===== config.mk =====
export PLATFORM = sky130hd
export DESIGN_NAME = misr_sig_ctrl
export DESIGN_NICKNAME = d
export VERILOG_FILES = /design/src/rtl/misr_sig_ctrl.sv
export SDC_FILE = /design/constraint.sdc
export NUM_CORES = 1
export LEC_CHECK = 0
export CAP_MARGIN = 20
export CORE_MARGIN = 8
export CORE_UTILIZATION = 47
export CTS_BUF_LIST = sky130_fd_sc_hd__clkbuf_16
export CTS_CLUSTER_SIZE = 10
export DETAILED_ROUTE_END_ITERATION = 8
export PLACE_DENSITY = 0.84
export SLEW_MARGIN = 40
export SYNTH_ARGS = -nofsm -noshare
export SYNTH_HDL_FRONTEND = slang
export SYNTH_SLANG_ARGS = --single-unit

===== constraint.sdc =====
create_clock -name CLK -period 1.8 [get_ports CLK]
set_input_delay 0.36 -clock CLK [delete_from_list [all_inputs] [get_ports CLK]]
set_output_delay 0.36 -clock CLK [all_outputs]
set_load 0.005 [all_outputs]

===== src/rtl/misr_sig_ctrl.sv =====
// Multiple-input signature register with compaction run controller and
// golden-signature comparator for BIST response analysis.
module misr_sig_ctrl #(
  parameter int               WIDTH = 21,
  parameter int               NIN   = 3,
  parameter logic [WIDTH-1:0] POLY  = 21'h000005,
  parameter logic [WIDTH-1:0] SEED  = {WIDTH{1'b0}},
  parameter int               CNT_W = 16
) (
  input  logic             CLK,
  input  logic             RST,
  input  logic             start,
  input  logic [CNT_W-1:0] n_patterns,
  input  logic [NIN-1:0]   din,
  input  logic             din_valid,
  input  logic [WIDTH-1:0] golden,
  output logic             busy,
  output logic             done,
  output logic             pass,
  output logic [WIDTH-1:0] sig
);

  typedef enum logic [1:0] {
    S_IDLE = 2'd0,
    S_RUN  = 2'd1,
    S_DONE = 2'd2
  } state_t;

  localparam logic [CNT_W-1:0] CNT_ZERO = {CNT_W{1'b0}};
  localparam logic [CNT_W-1:0] CNT_ONE  = {{(CNT_W-1){1'b0}}, 1'b1};

  // Internal-XOR compaction: shift up, fold the MSB back through the tap mask
  // and absorb the response vector into the low stages.
  function automatic logic [WIDTH-1:0] compact_step(
    input logic [WIDTH-1:0] s,
    input logic [NIN-1:0]   d
  );
    logic [WIDTH-1:0] v_d;
    logic [WIDTH-1:0] v_fb;
    v_d          = {WIDTH{1'b0}};
    v_d[NIN-1:0] = d;
    v_fb         = POLY & {WIDTH{s[WIDTH-1]}};
    return {s[WIDTH-2:0], 1'b0} ^ v_fb ^ v_d;
  endfunction

  state_t           r_state;
  logic [WIDTH-1:0] r_sig;
  logic [CNT_W-1:0] r_count;
  logic             r_busy;
  logic             r_done;
  logic             r_pass;
  logic [WIDTH-1:0] w_step;

  assign w_step = compact_step(r_sig, din);

  // Run controller: state, signature, pattern counter and registered flags.
  always_ff @(posedge CLK or posedge RST) begin
    if (RST) begin
      r_state <= S_IDLE;
      r_sig   <= SEED;
      r_count <= CNT_ZERO;
      r_busy  <= 1'b0;
      r_done  <= 1'b0;
      r_pass  <= 1'b0;
    end else begin
      case (r_state)
        S_IDLE, S_DONE: begin
          if (start) begin
            r_sig   <= SEED;
            r_count <= n_patterns;
            // An empty run completes immediately against the seed value.
            if (n_patterns == CNT_ZERO) begin
              r_state <= S_DONE;
              r_busy  <= 1'b0;
              r_done  <= 1'b1;
              r_pass  <= (SEED == golden);
            end else begin
              r_state <= S_RUN;
              r_busy  <= 1'b1;
              r_done  <= 1'b0;
              r_pass  <= 1'b0;
            end
          end else begin
            r_state <= r_state;
            r_sig   <= r_sig;
            r_count <= r_count;
            r_busy  <= r_busy;
            r_done  <= r_done;
            r_pass  <= r_pass;
          end
        end
        S_RUN: begin
          if (din_valid) begin
            r_sig   <= w_step;
            r_count <= r_count - CNT_ONE;
            if (r_count == CNT_ONE) begin
              r_state <= S_DONE;
              r_busy  <= 1'b0;
              r_done  <= 1'b1;
              r_pass  <= (w_step == golden);
            end else begin
              r_state <= S_RUN;
              r_busy  <= 1'b1;
              r_done  <= 1'b0;
              r_pass  <= 1'b0;
            end
          end else begin
            r_state <= r_state;
            r_sig   <= r_sig;
            r_count <= r_count;
            r_busy  <= r_busy;
            r_done  <= r_done;
            r_pass  <= r_pass;
          end
        end
        default: begin
          r_state <= S_IDLE;
          r_sig   <= SEED;
          r_count <= CNT_ZERO;
          r_busy  <= 1'b0;
          r_done  <= 1'b0;
          r_pass  <= 1'b0;
        end
      endcase
    end
  end

  assign busy = r_busy;
  assign done = r_done;
  assign pass = r_pass;
  assign sig  = r_sig;

endmodule

==> metrics.csv <==
metric,value,unit
post-route insts no fill,374,
endpoints failing hold,0,
final-layout worst hold slack,0.425,ns
leakage power of the design,1.43,nW
Post-Synthesis Mean Instance Area,10.0,um^2
Yosys warning total,0,
most used standard cell by instance count after synthesis,sky130_fd_sc_hd__dfrtp_1,
Overall Global Routing Usage,0.203,
total grt overflow,0,
wire length after detailed routing,7230,um
drt initial violations,211,
post-route setup TNS,0,ns
type of the worst setup path,flop to output port,
startpoint of the lowest-slack register-to-register path,r_count[6],
start point of the critical path,r_state[1],
area share of the largest cell type after synthesis,0.442,
proportion of layout cells with a drive suffix above 1,0.156,
final clock period utilization by the worst path,0.988,
syn nets,272,
count of nets left with antenna violations after detail routing,0,
routed via count divided by cell count,5.98,
upper clock frequency limit,562,MHz
register bit count reported by yosys,40,
Max Transition Viols Final,0,
register-to-register path setup slack,0.14,ns
cell area after synthesis,0.00226,mm^2
number of remaining DRC errors,0,
I/O pin count,68,
maximum capacitance violations,0,
areal power density over the cells,1160,mW/mm^2
half-perimeter wire length after detailed placement,5380,um
count of different cell masters after synthesis,46,
TritonCTS clock tree,built,
number of synthesized flops with an enable pin,0,
Rel. slew slack,0.746,
Setup Skew,0.00589,ns
top cells by area in the synthesized netlist,"sky130_fd_sc_hd__dfrtp_1 44%, sky130_fd_sc_hd__a22o_1 7.7%, sky130_fd_sc_hd__xor2_1 6.2%",
number of input and output port buffers inserted,67,
DIE WIDTH,85.4,um
clk_lat worst skew,0.29,ns
worst-case vdd ir drop,740,uV
number of global-route vias before repair,2340,
dominant synthesized flop cell,sky130_fd_sc_hd__dfrtp_1,
number of cells on the worst reg-to-reg path,5,
share of async-settable or async-resettable flops after synthesis,1.00,
number of hold-repair buffers added at the cts stage,0,
number of H-tree levels,2,
Die ar.,0.00729,mm^2
worst-margin pin slew,0.380,ns
TritonCTS sink count,40,
pin count of the biggest net entering global routing,41,
critical path startpoint category,flop,
core area,0.00469,mm^2
final critical delay including setup and external delays,1.78,ns
maximum fanout count along the critical path,5,
outcome,"complete, no violations",
Cell Count Post-Placement,365,
clk buf depth,2,
Commonest cells post-synth,"40 x sky130_fd_sc_hd__dfrtp_1, 22 x sky130_fd_sc_hd__o21ai_0, 20 x sky130_fd_sc_hd__a22o_1, 16 x sky130_fd_sc_hd__xor2_1, 12 x sky130_fd_sc_hd__nor4_1",
first-pass GRT wire length,11600,um
crit path DAT,1.42,ns
DIE HEIGHT,85.4,um
gp weighted congestion,0.983,
crit path capture type,output port,
cell at the root of the clock tree,sky130_fd_sc_hd__clkbuf_16,
register area share after synthesis,0.442,
average wire per cell in the routed design,19.3,um
count of mapped cells out of synthesis,226,
clock slew at the register clock pins of the worst setup and hold paths,0.06,ns
RR Endpoint,r_count[15],
dominant cell type by area after synthesis,sky130_fd_sc_hd__dfrtp_1,
FF+latch area,0.00100,mm^2
Via Count,2235,
number of antenna violations at the first check in global routing,0,
Hold Path Class,input pin to asynchronous set/reset pin,
layout net count,365,
antenna cell count,0,
FILL cells,352,
count of standard-cell rows,25,
combined area of the multi-input logic cells,0.00121,mm^2
final count of negative-setup-slack endpoints,0,
first drt pass iteration count,4,
"Req. time, crit path",1.44,ns
Num CTS Buffers,5,
Starting Density,0.482,
relative area change from synthesis to final layout,48.5,%
==> state kept, by name, summed over array words and instances, names as in the netlist <==
register / cells
sig: 21
r_count: 16
r_state: 2
pass: 1
==> cell families (layout without fill, tap and decap cells) <==
family                     count (synthesis)  count (layout)  synth area share
AOI/OAI and AO/OA                         73              73             0.227
xor gates and xnor gates                  25              25            0.0968
adders and majority gates                  2               2            0.0111
buffers and inverters                     16             110            0.0337
DFF                                       40              40             0.442
muxes                                      2               2           0.00885
and+or+nand+nor                           68              68             0.180
==> report_power, final <==
part / leakage, nW / switching, mW / total, mW / internal, mW
logic: 0.848 / 0.620 / 1.44 / 0.815
registers: 0.508 / 0.389 / 1.58 / 1.19
clock network: 0.0736 / 0.366 / 0.877 / 0.511
total: 1.43 / 1.38 / 3.89 / 2.51
==> what timing repair did <==
action / 4_1_cts / 5_1_grt
setup buffers: 0 / 1
setup endpoints to repair: 0 / 8
resized for setup: 0 / 4
==> cell usage in the layout (no fill, tap or decap), types with 2 or more instances in the layout <==
master | netlist | final
sky130_fd_sc_hd__clkdlybuf4s50_1 | 0 | 67
sky130_fd_sc_hd__dfrtp_1 | 40 | 40
sky130_fd_sc_hd__buf_4 | 0 | 28
sky130_fd_sc_hd__o21ai_0 | 22 | 22
sky130_fd_sc_hd__a22o_1 | 20 | 20
sky130_fd_sc_hd__xor2_1 | 16 | 16
sky130_fd_sc_hd__nor2_1 | 11 | 11
sky130_fd_sc_hd__nor4_1 | 12 | 11
sky130_fd_sc_hd__nand2_1 | 11 | 11
sky130_fd_sc_hd__xnor2_1 | 9 | 9
sky130_fd_sc_hd__nor3_1 | 9 | 8
sky130_fd_sc_hd__nand4_1 | 5 | 5
sky130_fd_sc_hd__a22oi_1 | 5 | 5
sky130_fd_sc_hd__a32oi_1 | 5 | 5
sky130_fd_sc_hd__a21oi_1 | 5 | 5
sky130_fd_sc_hd__o21ai_1 | 5 | 5
sky130_fd_sc_hd__clkbuf_16 | 0 | 5
sky130_fd_sc_hd__inv_1 | 4 | 4
sky130_fd_sc_hd__nand3_1 | 3 | 3
sky130_fd_sc_hd__a221o_1 | 3 | 3
sky130_fd_sc_hd__a31oi_1 | 2 | 2
sky130_fd_sc_hd__mux2i_1 | 2 | 2
sky130_fd_sc_hd__ha_1 | 2 | 2
sky130_fd_sc_hd__clkinv_2 | 0 | 2
sky130_fd_sc_hd__buf_12 | 0 | 2
==> worst max-delay path by stage <==
| stage | endpoint | slack, ns | depth (start not counted) |
|---|---|---|---|
| CTS | r_count[10] | 0.02 | 5 |
| floorplan | r_count[13] | 0.25 | 5 |
| global route | done | -0.006 | 2 |
| global placement | r_state[1] | -0.24 | 7 |
| detailed placement | r_state[1] | -0.23 | 7 |
| finish | done | 0.02 | 2 |
==> critical path: stages (launching register included) <==
cell                              delay [ns]
sky130_fd_sc_hd__dfrtp_1                0.44
sky130_fd_sc_hd__buf_4                  0.18
sky130_fd_sc_hd__clkdlybuf4s50_1        0.51
==> stage by stage <==
stage | total power, mW | cell area [um^2] | setup WS, ns | util
2_1_floorplan | 2.23 | 2260 | 0.251 | -
3_3_place_gp | 2.90 | 3190 | -0.239 | 0.679
3_5_place_dp | 2.94 | 3190 | -0.228 | 0.679
4_1_cts | 3.84 | 3330 | 0.0198 | 0.710
5_1_grt | 4.10 | 3360 | -0.00565 | 0.716
6_report | 3.89 | 3360 | 0.0219 | 0.716
==> metal layers <==
| layer | up-vias | global-route usage | routed length [um] |
|---|---|---|---|
| li1 | 1039 | - | - |
| met1 | 1079 | 0.241 | 3140 |
| met2 | 106 | 0.339 | 3420 |
| met3 | 11 | 0.0666 | 560 |
| met4 | 0 | 0.0589 | 101 |
| met5 | - | 0 | 0 |
==> final cells by class <==
type,instances,area share
Tap cell,54,0.0201
Clock buffer,5,0.0373
Timing Repair Buffer,97,0.274
Inverter,5,0.00559
Clock inverter,3,0.00559
Sequential cell,40,0.298
Multi-Input combinational cell,170,0.359
Note: power is estimated with default switching activity, not from simulation.
